`src/rtl/stream_mux_rr_pkg.sv`:
```
// stream_mux_rr shared types: arbitration mode enum and reset constants.
// No ports; imported by the interface, the top and the bench.
package stream_mux_pkg;

  typedef enum logic {
    MODE_FIXED = 1'b0,
    MODE_RR    = 1'b1
  } mode_e;

  localparam logic OUT_VALID_RST = 1'b0;
  localparam logic OUT_LAST_RST  = 1'b0;

  // Round-robin pointer resets to the last channel so the
  // first search begins at channel 0.
  function automatic int unsigned ptr_rst(int unsigned n);
    return n - 1;
  endfunction

endpackage

```
`src/rtl/stream_mux_rr_if.sv`:
```
// stream_mux_rr bundle: N input streams, select controls, one output stream.
// master = source/sink side (bench), slave = mux side.
interface stream_mux_rr_if #(
  parameter int WIDTH = 4,
  parameter int N_CH  = 4,
  parameter int SEL_W = $clog2(N_CH)
) ();

  logic [N_CH*WIDTH-1:0] in_data;
  logic [N_CH-1:0]       in_valid;
  logic [N_CH-1:0]       in_last;
  logic [N_CH-1:0]       in_ready;
  stream_mux_pkg::mode_e mode;
  logic [SEL_W-1:0]      sel;
  logic [WIDTH-1:0]      out_data;
  logic                  out_last;
  logic [SEL_W-1:0]      out_sel;
  logic                  out_valid;
  logic                  out_ready;

  modport master (
    output in_data, in_valid, in_last,
    output mode, sel, out_ready,
    input  in_ready, out_data, out_last,
    input  out_sel, out_valid
  );

  modport slave (
    input  in_data, in_valid, in_last,
    input  mode, sel, out_ready,
    output in_ready, out_data, out_last,
    output out_sel, out_valid
  );

endinterface

```
`src/rtl/stream_mux_rr_arbiter.sv`:
```
// rr_arbiter: combinational wrap-around search from ptr+1; ptr checked last.
// Ports: req (requests), ptr (last grant) -> gnt_valid, gnt_idx.
module rr_arbiter #(
  parameter int N_CH  = 4,
  parameter int SEL_W = $clog2(N_CH)
) (
  input  logic [N_CH-1:0]  req,
  input  logic [SEL_W-1:0] ptr,
  output logic             gnt_valid,
  output logic [SEL_W-1:0] gnt_idx
);

  logic [SEL_W:0] j;

  // Walk offsets from farthest to nearest so the nearest
  // requester after ptr is the last one written.
  always_comb begin
    gnt_valid = 1'b0;
    gnt_idx   = '0;
    j         = '0;
    for (int k = N_CH; k >= 1; k--) begin
      j = {1'b0, ptr} + (SEL_W+1)'(k);
      if (j >= (SEL_W+1)'(N_CH))
        j = j - (SEL_W+1)'(N_CH);
      for (int i = 0; i < N_CH; i++) begin
        if (req[i] && j == (SEL_W+1)'(i)) begin
          gnt_valid = 1'b1;
          gnt_idx   = SEL_W'(i);
        end
      end
    end
  end

endmodule

```
`src/rtl/stream_mux_rr.sv`:
```
// stream_mux_rr: registered N-channel stream mux, fixed or round-robin grant.
// Ports: clk, reset (sync, active-high), bus (stream_mux_rr_if.slave).
// Optional packet lock: define STREAM_MUX_PKT_LOCK_EN.
module stream_mux_rr
  import stream_mux_pkg::*;
#(
  parameter int WIDTH = 4,
  parameter int N_CH  = 4,
  parameter int SEL_W = $clog2(N_CH)
) (
  input logic           clk,
  input logic           reset,
  stream_mux_rr_if.slave bus
);

  logic [WIDTH-1:0] out_data_q, out_data_d;
  logic             out_last_q, out_last_d;
  logic             out_valid_q, out_valid_d;
  logic [SEL_W-1:0] out_sel_q, out_sel_d;
  logic [SEL_W-1:0] ptr_q, ptr_d;

  logic             load, xfer;
  logic             rr_vld, fix_vld, gnt_vld;
  logic [SEL_W-1:0] rr_idx, gnt_idx;
  logic [WIDTH-1:0] gnt_data;
  logic             gnt_last;
  logic [N_CH-1:0]  rdy;

  assign load = !out_valid_q || bus.out_ready;

  rr_arbiter #(
    .N_CH (N_CH),
    .SEL_W(SEL_W)
  ) u_arb (
    .req      (bus.in_valid),
    .ptr      (ptr_q),
    .gnt_valid(rr_vld),
    .gnt_idx  (rr_idx)
  );

  // Out-of-range sel matches no channel, so it never grants.
  always_comb begin
    fix_vld = 1'b0;
    for (int i = 0; i < N_CH; i++)
      if (bus.sel == SEL_W'(i))
        fix_vld = bus.in_valid[i];
  end

`ifdef STREAM_MUX_PKT_LOCK_EN
  logic             lock_q, lock_d;
  logic [SEL_W-1:0] lock_ch_q, lock_ch_d;
  logic             lock_vld;

  always_comb begin
    lock_vld = 1'b0;
    for (int i = 0; i < N_CH; i++)
      if (lock_ch_q == SEL_W'(i))
        lock_vld = bus.in_valid[i];
  end

  always_comb begin
    gnt_vld = 1'b0;
    gnt_idx = '0;
    unique case (1'b1)
      lock_q: begin
        gnt_vld = lock_vld;
        gnt_idx = lock_ch_q;
      end
      (!lock_q && bus.mode == MODE_RR): begin
        gnt_vld = rr_vld;
        gnt_idx = rr_idx;
      end
      default: begin
        gnt_vld = fix_vld;
        gnt_idx = bus.sel;
      end
    endcase
  end

  // Mid-packet beat opens the lock; the last beat closes it.
  always_comb begin
    lock_d    = lock_q;
    lock_ch_d = lock_ch_q;
    if (xfer) begin
      lock_d = !gnt_last;
      if (!gnt_last)
        lock_ch_d = gnt_idx;
    end
  end

  always_ff @(posedge clk) begin
    if (reset) begin
      lock_q    <= 1'b0;
      lock_ch_q <= '0;
    end else begin
      lock_q    <= lock_d;
      lock_ch_q <= lock_ch_d;
    end
  end
`else
  always_comb begin
    gnt_vld = 1'b0;
    gnt_idx = '0;
    unique case (1'b1)
      (bus.mode == MODE_RR): begin
        gnt_vld = rr_vld;
        gnt_idx = rr_idx;
      end
      default: begin
        gnt_vld = fix_vld;
        gnt_idx = bus.sel;
      end
    endcase
  end
`endif

  always_comb begin
    gnt_data = '0;
    gnt_last = 1'b0;
    for (int i = 0; i < N_CH; i++) begin
      if (gnt_idx == SEL_W'(i)) begin
        gnt_data = bus.in_data[i*WIDTH +: WIDTH];
        gnt_last = bus.in_last[i];
      end
    end
  end

  assign xfer = load && gnt_vld && !reset;

  always_comb begin
    rdy = '0;
    for (int i = 0; i < N_CH; i++)
      rdy[i] = xfer && (gnt_idx == SEL_W'(i));
  end

  assign bus.in_ready = rdy;

  always_comb begin
    out_data_d  = out_data_q;
    out_last_d  = out_last_q;
    out_sel_d   = out_sel_q;
    out_valid_d = out_valid_q;
    ptr_d       = ptr_q;
    if (xfer) begin
      out_data_d  = gnt_data;
      out_last_d  = gnt_last;
      out_sel_d   = gnt_idx;
      out_valid_d = 1'b1;
      ptr_d       = gnt_idx;
    end else if (load) begin
      out_valid_d = 1'b0;
    end
  end

  always_ff @(posedge clk) begin
    if (reset) begin
      out_data_q  <= '0;
      out_last_q  <= OUT_LAST_RST;
      out_sel_q   <= '0;
      out_valid_q <= OUT_VALID_RST;
      ptr_q       <= SEL_W'(ptr_rst(N_CH));
    end else begin
      out_data_q  <= out_data_d;
      out_last_q  <= out_last_d;
      out_sel_q   <= out_sel_d;
      out_valid_q <= out_valid_d;
      ptr_q       <= ptr_d;
    end
  end

  assign bus.out_data  = out_data_q;
  assign bus.out_last  = out_last_q;
  assign bus.out_sel   = out_sel_q;
  assign bus.out_valid = out_valid_q;

endmodule
```
`src/flat_wrapper.sv`:
```
// flat-port wrapper written by rule: the top's interface ports become plain ports
module stream_mux_rr_flat import stream_mux_pkg::*;
#(
  parameter int WIDTH = 4,
  parameter int N_CH  = 4,
  parameter int SEL_W = $clog2(N_CH)
)
  (clk, reset, bus_in_data, bus_in_valid, bus_in_last, bus_mode, bus_sel, bus_out_ready, bus_in_ready, bus_out_data, bus_out_last, bus_out_sel, bus_out_valid);
  stream_mux_rr_if #(.WIDTH(WIDTH), .N_CH(N_CH), .SEL_W(SEL_W)) bus_i ();
  input logic clk;
  input logic reset;
  input wire logic [$bits(bus_i.in_data)-1:0] bus_in_data;
  input wire logic [$bits(bus_i.in_valid)-1:0] bus_in_valid;
  input wire logic [$bits(bus_i.in_last)-1:0] bus_in_last;
  input wire logic [$bits(bus_i.mode)-1:0] bus_mode;
  input wire logic [$bits(bus_i.sel)-1:0] bus_sel;
  input wire logic [$bits(bus_i.out_ready)-1:0] bus_out_ready;
  output wire logic [$bits(bus_i.in_ready)-1:0] bus_in_ready;
  output wire logic [$bits(bus_i.out_data)-1:0] bus_out_data;
  output wire logic [$bits(bus_i.out_last)-1:0] bus_out_last;
  output wire logic [$bits(bus_i.out_sel)-1:0] bus_out_sel;
  output wire logic [$bits(bus_i.out_valid)-1:0] bus_out_valid;
  assign bus_i.in_data = bus_in_data;
  assign bus_i.in_valid = bus_in_valid;
  assign bus_i.in_last = bus_in_last;
  assign bus_i.mode = bus_mode;
  assign bus_i.sel = bus_sel;
  assign bus_i.out_ready = bus_out_ready;
  assign bus_in_ready = bus_i.in_ready;
  assign bus_out_data = bus_i.out_data;
  assign bus_out_last = bus_i.out_last;
  assign bus_out_sel = bus_i.out_sel;
  assign bus_out_valid = bus_i.out_valid;
  stream_mux_rr #(.WIDTH(WIDTH), .N_CH(N_CH), .SEL_W(SEL_W)) u_core (.clk(clk), .reset(reset), .bus(bus_i));
endmodule
```
`config.mk`:
```
export PLATFORM = sky130hd
export DESIGN_NAME = stream_mux_rr_flat
export DESIGN_NICKNAME = d
export VERILOG_FILES = /design/src/rtl/stream_mux_rr_pkg.sv /design/src/rtl/stream_mux_rr_if.sv /design/src/rtl/stream_mux_rr_arbiter.sv /design/src/rtl/stream_mux_rr.sv /design/src/flat_wrapper.sv
export SDC_FILE = /design/constraint.sdc
export NUM_CORES = 1
export LEC_CHECK = 0
export ABC_CLOCK_PERIOD_IN_PS = 2650
export BUFFER_PORTS_ARGS = -buffer_cell sky130_fd_sc_hd__buf_4
export CAP_MARGIN = 5
export CORE_MARGIN = 1.5
export CORE_UTILIZATION = 35
export CTS_BUF_LIST = sky130_fd_sc_hd__clkbuf_4
export CTS_CLUSTER_DIAMETER = 60
export CTS_CLUSTER_SIZE = 8
export DETAILED_ROUTE_END_ITERATION = 10
export PLACE_DENSITY = 0.77
export SLEW_MARGIN = 30
export SYNTH_ARGS = -nofsm -noshare
export SYNTH_HDL_FRONTEND = slang
export SYNTH_HIERARCHICAL = 1
export SYNTH_SLANG_ARGS = --single-unit
```
`constraint.sdc`:
```
create_clock -name clk -period 2.65 [get_ports clk]
set_input_delay 0.3975 -clock clk [delete_from_list [all_inputs] [get_ports clk]]
set_output_delay 0.3975 -clock clk [all_outputs]
set_load 0.01 [all_outputs]
```
==> metrics.yaml, run 1 <==
setup_path:
  r2r_setup_slack_ns: 0.69
  endpoint_kind: "primary output"
  path_buf_inv: 2
  rr_endpoint: "u_core/bus.out_data[2]"
  cp_max_fo: 11
  r2r_cells: 7
  crit_path_cell_trace: "and2b_1 -> o21ai_1 -> o311ai_1 -> a21oi_1 -> buf_4 -> nor3b_1 -> buf_4"
  critical_path_arrival_ns: 1.76
  reg2reg_from: "u_core/ptr_q[0]"
  crit_type: "reg2out"
  crit_top_cell: "buf_4"
  cpMaxStageDelayCell: "dfxtp_1"
  crit_path_start_kind: "flop"
  path_delay_family: "simple AND/OR/NAND/NOR gates"
  cp_data_required_time_ns: 2.25
  slowest_delay_ns: 0.34
detailed_routing:
  vias_per_cell: 4.99
  first_pass_iters: 4
  post_drt_wl_per_cell_um: 11.7
  drt-initial-drc-count: 17
  drt-total-wl_um: 1550
  remaining_drc_errors: 0
  ant_nets: 0
  vias: 659
cells_and_area:
  multi_input_area_um2: 410
  diodes: 0
  nNetsFinal: 138
  layout_common_cells: "buf_4 (43), dfxtp_1 (10), nor2_1 (7)"
  final_common_cell: "buf_4"
  fin_cells: 132
  drive_gt1_share_pct: 48.6
  final_core_util_pct: 58.0
  seq_area_um2: 200
  stdcell_area_um2: 991
  syn2layout_area_growth_pct: 57.1
  fill_cells: 151
sta:
  slew_viol_final: 0
  finalCritPeriodShare_pct: 81.4
  slew_headroom_pct: 67.9
  fin_setup_tns_ns: 0
  period_needed_ns: 2.16
  hold_viol: 0
  worstMarginPinSlew_ns: 0.479
  setup_slack_ns: 0.494
  max_freq_mhz: 464
  rsz0062_at_grt: "false"
  setup_viol: 0
  hold_slack_ns: 0.354
  fin_skew_ns: 0.00880
yosys:
  yosysUniqueCellTypes: 27
  syn_inst: 63
  ys.warnings.count: 6
  synth_area_leader_cell: "dfxtp_1"
  yosysSeqAreaShare_pct: 31.7
  synthTopCellsByArea: "dfxtp_1 (32%), mux4_2 (18%), mux2i_1 (7.9%), a22o_1 (6.9%), nor2_1 (4.2%)"
  ys_ff_latch: 10
  synth_nets: 93
  syn_area_um2: 631
  netlist.area_leader.share_pct: 31.7
  avgSynthCellArea_um2: 10.0
die:
  die_width_um: 45.4
  rows: 15
  initial_utilization_pct: 36.9
  ios: 42
  die_h_um: 45.4
  coreArea_um2: 1710
  die_area_um2: 2070
cts:
  h-tree-depth: 1
  cts_made_buffers: 3
  cts_tree: "done"
  path_clk_slew_ns: 0.06
  cts_buffer_depth: 2
  cts_sinks: 10
  cts_root_buf: "clkbuf_4"
  cts_setup_buffers: 0
  cts_hold_buf: 0
  cts.repair.resized: 0
  clock_latency_ns: 0.27
worst_hold_path:
  hold_class: "in2reg"
  hold_depth: 2
  min_to: "u_core/bus.out_sel[1]"
  hp-start: "reset"
power:
  irDropWorstVdd_mv: 0.359
  p_comb_share_pct: 38.7
  power_density_nw_per_um2: 475
  power.leakage_nw: 0.465
  power.switching_mw: 0.137
  p_sw_share_pct: 29.1
  seq_power_share_pct: 39.0
  power_mw: 0.471
  pwr-share-clk_pct: 22.4
  p_int_mw: 0.334
global_route:
  grt_start_max_net_pins: 12
  grt_use_total_pct: 15.5
  grt_pass1_wl_um: 2380
  grt.overflow.total: 0
  antenna_found_initial: 0
  grt_pass1_vias: 591
run_status:
  status: "completed"
placement:
  postPlaceCellArea_um2: 965
  placed_cells: 128
  globalplace.congestion: 0.904
  dp_hpwl_um: 1300
  dpl_worst_slack_ns: 0.525
  port_buffers: 41
flow_run:
  max_cap_violations: 0
routing by layer:
layer / vias up / GRT usage [%] / share of wire, %
li1: 332 / - / -
met1: 312 / 19.1 / 42
met2: 15 / 25.4 / 54
met3: 0 / 5.16 / 4.5
met4: 0 / 5.29 / 0
met5: - / 0 / 0
layout make-up:
| class | count | share of cell area, % |
|---|---|---|
| clock inverter | 1 | 0.379 |
| sequential | 10 | 20.2 |
| multi-input combinational | 50 | 41.4 |
| clock buffer | 3 | 2.27 |
| tap | 25 | 3.16 |
| timing repair buffer | 43 | 32.6 |
cells by family after synthesis:
logic type	count (synthesis)	share of synthesized area [%]
muxes	10	25.8
DFF	10	31.7
and+or+nand+nor	22	19.4
buffers and inverters	3	3.17
AOI/OAI and AO/OA	18	19.8
flip-flops by register name, indices dropped and copies added (netlist names):
register / count
u_core/bus.out_data: 4
u_core/bus.out_sel: 2
u_core/ptr_q: 2
u_core/bus.out_last: 1
u_core/bus.out_valid: 1
Yosys cell counts:
master    number
and2_1         1
o22ai_1        1
nor2b_2        1
o311ai_1       1
o21ai_1        1
nor3_1         1
mux4_2         5
a31oi_1        1
a21oi_1        3
buf_6          1
o21ai_0        2
a211oi_1       2
and3b_1        1
and2b_1        1
nand2b_1       4
nor2b_1        1
mux2i_1        5
a22oi_1        1
nor2_1         7
clkbuf_1       1
a21o_1         1
a22o_1         5
nor3b_1        2
nand2_1        2
dfxtp_1       10
and3_1         1
buf_2          1
power groups by stage:
stage | logic (mW) | registers, mW | clock network (mW)
2_1_floorplan | 0.0957 | 0.193 | 0
3_3_place_gp | 0.182 | 0.186 | 0
3_5_place_dp | 0.184 | 0.187 | 0
4_1_cts | 0.184 | 0.183 | 0.110
5_1_grt | 0.198 | 0.186 | 0.120
6_report | 0.182 | 0.183 | 0.105
worst max path at each step:
| stage | startpoint | endpoint | depth (start not counted) |
|---|---|---|---|
| detailed placement | bus_in_valid[3] | u_core/bus.out_data[2] | 8 |
| floorplan | bus_in_valid[3] | u_core/bus.out_data[0] | 7 |
| CTS | u_core/ptr_q[0] | bus_in_ready[2] | 7 |
| global placement | bus_in_valid[3] | u_core/bus.out_data[2] | 8 |
| finish | u_core/ptr_q[0] | bus_in_ready[2] | 7 |
| global route | u_core/ptr_q[0] | bus_in_ready[2] | 7 |
No activity file was read; power rests on OpenSTA's default activity.
==> run 2: changes to the inputs <==
- ABC_CLOCK_PERIOD_IN_PS: 2650 -> 2100
- clock period: 2.65 -> 2.1 ns (I/O delays scaled with it)
==> run 2 against run 1 <==
Net effect: worst hold slack lost 0.079 ns; utilization grew 5.5 points; first-iteration DRC count is the same; combinational power grew 53%; worst setup slack lost 0.44 ns; die area is the same; cell count grew 7.6%; design area grew 9.5%; non-clock buffer count grew 11; via count grew 8.2%; power grew 34%; clock skew shrank 0.0062 ns; highest routed layer unchanged.
==> metrics.yaml, run 2 (same netlist as run 1, synthesis figures left out) <==
run_status:
  status: "completed"
setup_path:
  crit_type: "reg2reg"
  cp_max_fo: 7
  cp_data_required_time_ns: 2.25
  endpoint_kind: "flop"
  crit_path_start_kind: "flop"
  critical_path_arrival_ns: 2.19
global_route:
  antenna_found_initial: 0
  grt.overflow.total: 0
  grt_pass1_wl_um: 2570
  grt_start_max_net_pins: 12
  grt_pass1_vias: 624
  grt_use_total_pct: 16.9
sta:
  max_freq_mhz: 489
  slew_viol_final: 0
  rsz0062_at_grt: "true"
  hold_viol: 0
  worstMarginPinSlew_ns: 0.500
  fin_skew_ns: 0.00260
  setup_viol: 0
  finalCritPeriodShare_pct: 97.5
  slew_headroom_pct: 66.5
  period_needed_ns: 2.05
placement:
  port_buffers: 41
  globalplace.congestion: 0.837
  dp_hpwl_um: 1400
  postPlaceCellArea_um2: 987
detailed_routing:
  vias: 713
  vias_per_cell: 5.02
  post_drt_wl_per_cell_um: 12.6
  first_pass_iters: 4
  drt-initial-drc-count: 17
  remaining_drc_errors: 0
  ant_nets: 0
  drt-total-wl_um: 1800
power:
  power_density_nw_per_um2: 583
  power.leakage_nw: 0.519
  power_mw: 0.633
  irDropWorstVdd_mv: 0.428
cts:
  cts_root_buf: "clkbuf_4"
  cts_made_buffers: 3
  cts_sinks: 10
  h-tree-depth: 1
  cts_tree: "done"
  cts_hold_buf: 0
  cts_buffer_depth: 2
  clock_latency_ns: 0.26
  path_clk_slew_ns: 0.06
die:
  die_area_um2: 2070
  coreArea_um2: 1710
  initial_utilization_pct: 36.9
  ios: 42
  rows: 15
  die_h_um: 45.4
  die_width_um: 45.4
worst_hold_path:
  hold_class: "in2reg"
cells_and_area:
  final_common_cell: "buf_4"
  drive_gt1_share_pct: 56.4
  nNetsFinal: 149
  syn2layout_area_growth_pct: 72.0
  largest_reg_flops: 4
  stdcell_area_um2: 1080
  diodes: 0
  layout_common_cells: "buf_4 (53), dfxtp_1 (9), nor2_1 (7)"
flow_run:
  max_cap_violations: 0
-- run 2: cell count changes in the layout (fill, tap and decap cells not counted), sizes merged --
| cell | delta |
|---|---|
| buf | +11 |
| clkinv | -1 |
-- run 2: final timing paths --
check	from	endpoint	slack (ns)	depth (start not counted)
max	u_core/ptr_q[0]	u_core/bus.out_data[1]	0.05	8
min reg2reg	u_core/bus.out_data[2]	u_core/bus.out_data[2]	0.48	1
min	reset	u_core/bus.out_sel[1]	0.27	2
max reg2reg	u_core/ptr_q[0]	u_core/bus.out_data[1]	0.05	8
-- run 2: repair_timing --
item,CTS,global route
pin swaps,0,4
resized for setup,0,4
endpoints found under the setup margin,1,7
setup buffers,4,4
-- run 2: worst max-delay path, stage by stage, from the launching register on --
cell,delay (ns)
dfxtp_2,0.33
and2b_1,0.19
o21ai_1,0.11
o311ai_1,0.12
a21oi_1,0.21
buf_4,0.18
buf_6,0.11
mux4_2,0.48
a22o_1,0.21
-- run 2: metrics by stage --
step	hold slack [ns]	TNS, ns	setup slack (ns)	instances	util [%]
global placement	0.459	0	0.0786	131	57.8
floorplan	0.388	0	0.205	63	-
detailed placement	0.465	0	0.0382	131	57.8
global route	0.276	-0.249	-0.0734	142	63.5
finish	0.275	0	0.0535	142	63.5
CTS	0.266	0	0.0332	138	60.9
-- run 2: layer usage --
layer | GRT usage, % | part of all wire (%) | wire [µm] | vias to the layer above
met2 | 30.1 | 56 | 1000 | 17
met5 | 0 | 0 | 0 | -
met3 | 4.76 | 4.7 | 85 | 0
met1 | 20.8 | 39 | 706 | 341
li1 | - | - | - | 355
met4 | 1.76 | 0 | 0 | 0
-- run 2: layout make-up --
| type | instances | area [µm²] |
|---|---|---|
| fill | 137 | 623 |
| multi-input combinational | 50 | 420 |
| timing repair buffer | 54 | 409 |
| sequential | 10 | 201 |
| tap | 25 | 31.3 |
| clock buffer | 3 | 22.5 |
-- run 2: power by group --
| group | switching [mW] | leakage (nW) | internal [mW] |
|---|---|---|---|
| logic | 0.109 | 0.422 | 0.170 |
| clock network | 0.0563 | 0.0138 | 0.0657 |
| registers | 0.0151 | 0.0828 | 0.217 |
| total | 0.180 | 0.519 | 0.453 |
